## src/rtl/lsu_mem_master.sv

```systemverilog
// rtl/lsu_mem_master.sv - MEM-stage load/store initiator for the data-RAM port
// Single outstanding request: checks funct3/alignment/range, strobes the RAM, returns a held response.
module lsu_mem_master #(
  parameter int MEM_BYTES = 8192,
  parameter int CNT_W     = 16
) (
  input  logic             clk,
  input  logic             rst_n,
  input  logic             req_valid_i,
  output logic             req_ready_o,
  input  logic             req_we_i,
  input  logic [31:0]      req_addr_i,
  input  logic [31:0]      req_wdata_i,
  input  logic [2:0]       req_funct3_i,
  output logic             resp_valid_o,
  input  logic             resp_ready_i,
  output logic [31:0]      resp_data_o,
  output logic             resp_misalign_o,
  output logic             resp_range_o,
  output logic [31:0]      mem_addr_o,
  output logic [31:0]      mem_data_o,
  output logic             mem_we_o,
  output logic             mem_re_o,
  output logic [2:0]       mem_size_o,
  input  logic [31:0]      mem_data_i,
  output logic [CNT_W-1:0] load_cnt_o,
  output logic [CNT_W-1:0] store_cnt_o,
  output logic [CNT_W-1:0] fault_cnt_o
);

  typedef enum logic [1:0] {S_IDLE, S_ISSUE, S_RD_WAIT, S_RESP} state_e;

  localparam logic [31:0] ADDR_LIMIT = 32'(MEM_BYTES);

  state_e           state_q, state_d;
  logic [31:0]      mem_addr_q, mem_addr_d;
  logic [31:0]      mem_data_q, mem_data_d;
  logic [2:0]       mem_size_q, mem_size_d;
  logic             mem_we_q, mem_we_d;
  logic             mem_re_q, mem_re_d;
  logic             resp_valid_q, resp_valid_d;
  logic [31:0]      resp_data_q, resp_data_d;
  logic             resp_mis_q, resp_mis_d;
  logic             resp_rng_q, resp_rng_d;
  logic             we_q, we_d;
  logic             fault_q, fault_d;
  logic [CNT_W-1:0] load_cnt_q, load_cnt_d;
  logic [CNT_W-1:0] store_cnt_q, store_cnt_d;
  logic [CNT_W-1:0] fault_cnt_q, fault_cnt_d;

  logic funct3_ok, is_half, is_word, range_err, misalign;

  function automatic logic [CNT_W-1:0] sat_inc(input logic [CNT_W-1:0] c);
    return (c == '1) ? c : c + CNT_W'(1);
  endfunction

  // Stores have no unsigned variants, so bu/hu codes are illegal for them.
  always_comb begin
    funct3_ok = req_we_i ? (req_funct3_i inside {3'b000, 3'b001, 3'b010})
                         : (req_funct3_i inside {3'b000, 3'b001, 3'b010, 3'b100, 3'b101});
    is_half   = (req_funct3_i == 3'b001) || (req_funct3_i == 3'b101);
    is_word   = (req_funct3_i == 3'b010);
    range_err = !funct3_ok || (req_addr_i >= ADDR_LIMIT);
    misalign  = (is_half && req_addr_i[0]) || (is_word && (req_addr_i[1:0] != 2'b00));
  end

  always_comb begin
    state_d      = state_q;
    mem_addr_d   = mem_addr_q;
    mem_data_d   = mem_data_q;
    mem_size_d   = mem_size_q;
    mem_we_d     = 1'b0;
    mem_re_d     = 1'b0;
    resp_valid_d = resp_valid_q;
    resp_data_d  = resp_data_q;
    resp_mis_d   = resp_mis_q;
    resp_rng_d   = resp_rng_q;
    we_d         = we_q;
    fault_d      = fault_q;
    load_cnt_d   = load_cnt_q;
    store_cnt_d  = store_cnt_q;
    fault_cnt_d  = fault_cnt_q;
    case (state_q)
      S_IDLE: begin
        if (req_valid_i) begin
          we_d        = req_we_i;
          resp_data_d = '0;
          resp_mis_d  = misalign;
          resp_rng_d  = range_err;
          if (misalign || range_err) begin
            // Faulted requests never touch the RAM port, not even its address.
            fault_d      = 1'b1;
            resp_valid_d = 1'b1;
            state_d      = S_RESP;
          end else begin
            fault_d    = 1'b0;
            mem_addr_d = req_addr_i;
            mem_data_d = req_wdata_i;
            mem_size_d = req_funct3_i;
            mem_we_d   = req_we_i;
            mem_re_d   = !req_we_i;
            state_d    = S_ISSUE;
          end
        end
      end
      S_ISSUE: begin
        if (we_q) begin
          resp_valid_d = 1'b1;
          state_d      = S_RESP;
        end else begin
          state_d = S_RD_WAIT;
        end
      end
      S_RD_WAIT: begin
        resp_data_d  = mem_data_i;
        resp_valid_d = 1'b1;
        state_d      = S_RESP;
      end
      S_RESP: begin
        if (resp_ready_i) begin
          resp_valid_d = 1'b0;
          state_d      = S_IDLE;
          if (fault_q)   fault_cnt_d = sat_inc(fault_cnt_q);
          else if (we_q) store_cnt_d = sat_inc(store_cnt_q);
          else           load_cnt_d  = sat_inc(load_cnt_q);
        end
      end
      default: state_d = S_IDLE;
    endcase
  end

  always_ff @(posedge clk or negedge rst_n) begin
    if (!rst_n) begin
      state_q <= S_IDLE;
    end else begin
      state_q <= state_d;
    end
  end

  always_ff @(posedge clk or negedge rst_n) begin
    if (!rst_n) begin
      mem_addr_q   <= '0;
      mem_data_q   <= '0;
      mem_size_q   <= '0;
      mem_we_q     <= 1'b0;
      mem_re_q     <= 1'b0;
      resp_valid_q <= 1'b0;
      resp_data_q  <= '0;
      resp_mis_q   <= 1'b0;
      resp_rng_q   <= 1'b0;
      we_q         <= 1'b0;
      fault_q      <= 1'b0;
      load_cnt_q   <= '0;
      store_cnt_q  <= '0;
      fault_cnt_q  <= '0;
    end else begin
      mem_addr_q   <= mem_addr_d;
      mem_data_q   <= mem_data_d;
      mem_size_q   <= mem_size_d;
      mem_we_q     <= mem_we_d;
      mem_re_q     <= mem_re_d;
      resp_valid_q <= resp_valid_d;
      resp_data_q  <= resp_data_d;
      resp_mis_q   <= resp_mis_d;
      resp_rng_q   <= resp_rng_d;
      we_q         <= we_d;
      fault_q      <= fault_d;
      load_cnt_q   <= load_cnt_d;
      store_cnt_q  <= store_cnt_d;
      fault_cnt_q  <= fault_cnt_d;
    end
  end

  assign req_ready_o     = (state_q == S_IDLE) && rst_n;
  assign resp_valid_o    = resp_valid_q;
  assign resp_data_o     = resp_data_q;
  assign resp_misalign_o = resp_mis_q;
  assign resp_range_o    = resp_rng_q;
  assign mem_addr_o      = mem_addr_q;
  assign mem_data_o      = mem_data_q;
  assign mem_size_o      = mem_size_q;
  assign mem_we_o        = mem_we_q;
  assign mem_re_o        = mem_re_q;
  assign load_cnt_o      = load_cnt_q;
  assign store_cnt_o     = store_cnt_q;
  assign fault_cnt_o     = fault_cnt_q;

endmodule

```

## config.mk

```make
export PLATFORM = sky130hd
export DESIGN_NAME = lsu_mem_master
export DESIGN_NICKNAME = d
export VERILOG_FILES = /design/src/rtl/lsu_mem_master.sv
export SDC_FILE = /design/constraint.sdc
export NUM_CORES = 1
export LEC_CHECK = 0
export ABC_AREA = 1
export CAP_MARGIN = 20
export CORE_MARGIN = 2
export CORE_UTILIZATION = 47
export CTS_BUF_LIST = sky130_fd_sc_hd__clkbuf_16
export CTS_CLUSTER_DIAMETER = 60
export DETAILED_ROUTE_END_ITERATION = 7
export MAX_ROUTING_LAYER = met4
export PLACE_DENSITY = 0.93
export SYNTH_ARGS = -nofsm -noshare
export SYNTH_HDL_FRONTEND = slang
export SYNTH_SLANG_ARGS = --single-unit
```

## constraint.sdc

```tcl
create_clock -name clk -period 3.4 [get_ports clk]
set_input_delay 0.85 -clock clk [delete_from_list [all_inputs] [get_ports clk]]
set_output_delay 0.85 -clock clk [all_outputs]
set_load 0.005 [all_outputs]
```

==> run summary <==
Status = finished, final reports clean
CTS Hold Bufs = 0
Final TNS setup = 0 ns
Die extent in x = 128 microns
Total Wirelength = 19.2 mm
Nets = 1224
Setup crit start kind = register
Layout cells sized above 1 = 6.84%
Setup CP Type = register to primary output
Total of max-cap violations = 0
Worst path top cell family by delay = buffers and inverters
Placed cell count = 1281
DR vias = 6532
Post-synth top area share = 54.3%
Fin crit share = 80.1%
Die Height = 128 microns
Warnings, synthesis = 0
Unique masters post-synth = 28
Util after Layout = 69.2%
Max Root-Sink Buffers = 2
GRT Resource Usage Total = 25.0%
Worst-Margin Slew = 1.04 ns
Cell taking the most area after synthesis = dfrtp_1
CTS tree = done
Die ar. = 0.0163 sq mm
Clk sinks = 156
Largest net degree at the start of global routing = 111
Cell Area, Synth = 0.00719 sq mm
Initial core utilization = 47.6%
EDFF count, synth = 0
Tmin final = 2.72 ns
Resize count post-CTS = 0
Cells after Synth = 863
Top cells by area, synth = dfrtp_1, nand2_1, nand3_1
Setup repair bufs after CTS = 0
CTS H-tree depth = 4
RSZ-0062 raised after global routing = no
Site row count = 45
DRT antenna net count = 0
Vias in the first global route = 6441
Worst Path Max Fanout = 6
Final Hold Viols = 0
Final setup viols = 0
DRC Markers = 0
Antenna cell count = 0
CP peak stage delay = 0.53 ns
CP required = 2.55 ns
CP dominant cell by count = inv_1
Crit. End Element = primary output
Vias per cell = 4.97
CORE AREA = 0.0151 sq mm
Syn_nets = 974
Clock transition at path regs = 0.06 ns
Post-synthesis async set-or-reset flop share = 100%
P_leak = 0.00507 uW
Clock buffer count from CTS = 17
Count leader, synth = nand2_1
Arr. time, crit path = 1.87 ns
Final slew viol count = 0
Peak supply drop = 0.000422 V
Clock latency at the later pin of the worst-skew pair = 0.41 ns
HP Class = primary input to async pin
Placed cell areas = 0.00988 sq mm
First-pass iteration count of the detailed router = 6
Clock Tree Root = clkbuf_16
FMAX = 367 MHz
Finished Cell Area = 0.0104 sq mm
Post-Layout Cell Count = 1313
Worst Clk Skew = 0.0107 ns
Initial antenna violation count = 0
Total grt overflow = 0
Slew margin rel. = 30.5%
Top cells by count, synth = nand2_1, dfrtp_1, inv_1
CP cell instances = inv_1 -> ha_1 -> nand2_1 -> inv_1 -> clkdlybuf4s50_1
Slowest cell on crit path = clkdlybuf4s50_1
Avg Cell Area, Syn = 8.33 sq um
DP HPWL = 14.0 mm
Global-route wire length before repair = 31.5 mm
Worst path buffer plus inverter count = 3
Ports = 257
Pwr dens = 538 mW/mm^2
Fin Hold WS = 0.398 ns
Port-buffer cells = 256
Average wire per standard cell = 14.6 microns
Initial DRC count = 388
Top FF cell, synth = dfrtp_1
Layout area overhead = 45.1%
Post-synthesis register bit count = 156
Routability Congestion = 0.872
Seq/Total Area, Yosys = 54.3%
==> sequential cells by signal, indices dropped and copies added (netlist names) <==
signal and count:
store_cnt_o 16, resp_misalign_o 1, state_q 2, mem_size_o 3, fault_cnt_o 16, load_cnt_o 16, mem_addr_o 32, fault_q 1
resp_data_o 32, mem_re_o 1, mem_we_o 1, we_q 1, mem_data_o 32, resp_range_o 1, resp_valid_o 1
==> area by class of cell <==
class	count	area (sq um)
Fill cell	1193	4650
Clock inverter	14	105
Clock buffer	17	425
Multi-Input combinational cell	549	2640
Sequential cell	156	3900
Inverter	126	473
Tap cell	188	235
Timing Repair Buffer	263	2650
==> logic make-up (layout without fill, tap and decap cells) <==
logic type	after synthesis	count (layout)	synth area share, %
buf+inv	158	420	9.05
simple gates	422	422	25.1
compound gates	87	87	6.33
fa+ha+maj	7	7	1.22
xor+xnor	33	33	4.02
flops	156	156	54.3
==> metal layers <==
| layer | up-vias | part of all wire, % | routed length [microns] | track usage, % |
|---|---|---|---|---|
| li1 | 3211 | - | - | - |
| met1 | 3068 | 42 | 7960 | 30.9 |
| met2 | 214 | 50 | 9570 | 40.5 |
| met3 | 39 | 5.6 | 1070 | 5.30 |
| met4 | 0 | 2.9 | 565 | 9.57 |
| met5 | - | 0 | 0 | - |
==> placed cells by master, fill, tap and decap left out, drive strengths merged <==
master         instances
nand4                 11
ha                     7
clkinv                10
o21ai                 83
nand3b                 4
xor2                  17
nor2                  46
clkdlybuf4s50        255
nand3                 94
clkinvlp               2
a21oi                  3
clkbuf                17
dfrtp                156
o22ai                  1
inv                  127
xnor2                 16
nor3                  14
bufinv                 1
buf                    8
nand2                252
and2                   1
==> worst reg2reg max path, stage by stage, from the launching register on <==
cell	delay, ns
dfrtp_1	0.40
inv_1	0.13
ha_1	0.27
inv_1	0.08
nand2_1	0.77
nand3_1	0.20
nand2_1	0.14
==> stage by stage <==
step / power (uW) / setup slack (ns)
2_1_floorplan: 3040 / 1.46
3_3_place_gp: 3840 / 0.716
3_5_place_dp: 3910 / 0.643
4_1_cts: 5650 / 0.669
5_1_grt: 5930 / 0.588
6_report: 5610 / 0.676
==> power by group <==
group	total (uW)	switching [uW]	internal, uW
logic	1560	772	792
registers	2320	196	2130
clock network	1730	735	990
total	5610	1700	3910
==> final timing paths <==
check	from	end	cells after the start	slack, ns
max	state_q[0]	req_ready_o	5	0.68
min	rst_n	mem_addr_o[24]	2	0.40
max reg2reg	state_q[0]	resp_data_o[7]	6	1.35
min reg2reg	mem_addr_o[27]	mem_addr_o[27]	2	0.47
max in group asynchronous	rst_n	mem_addr_o[31]	2	2.06
min in group clk	mem_addr_o[27]	mem_addr_o[27]	2	0.47
No activity file was read; power rests on OpenSTA's default activity.
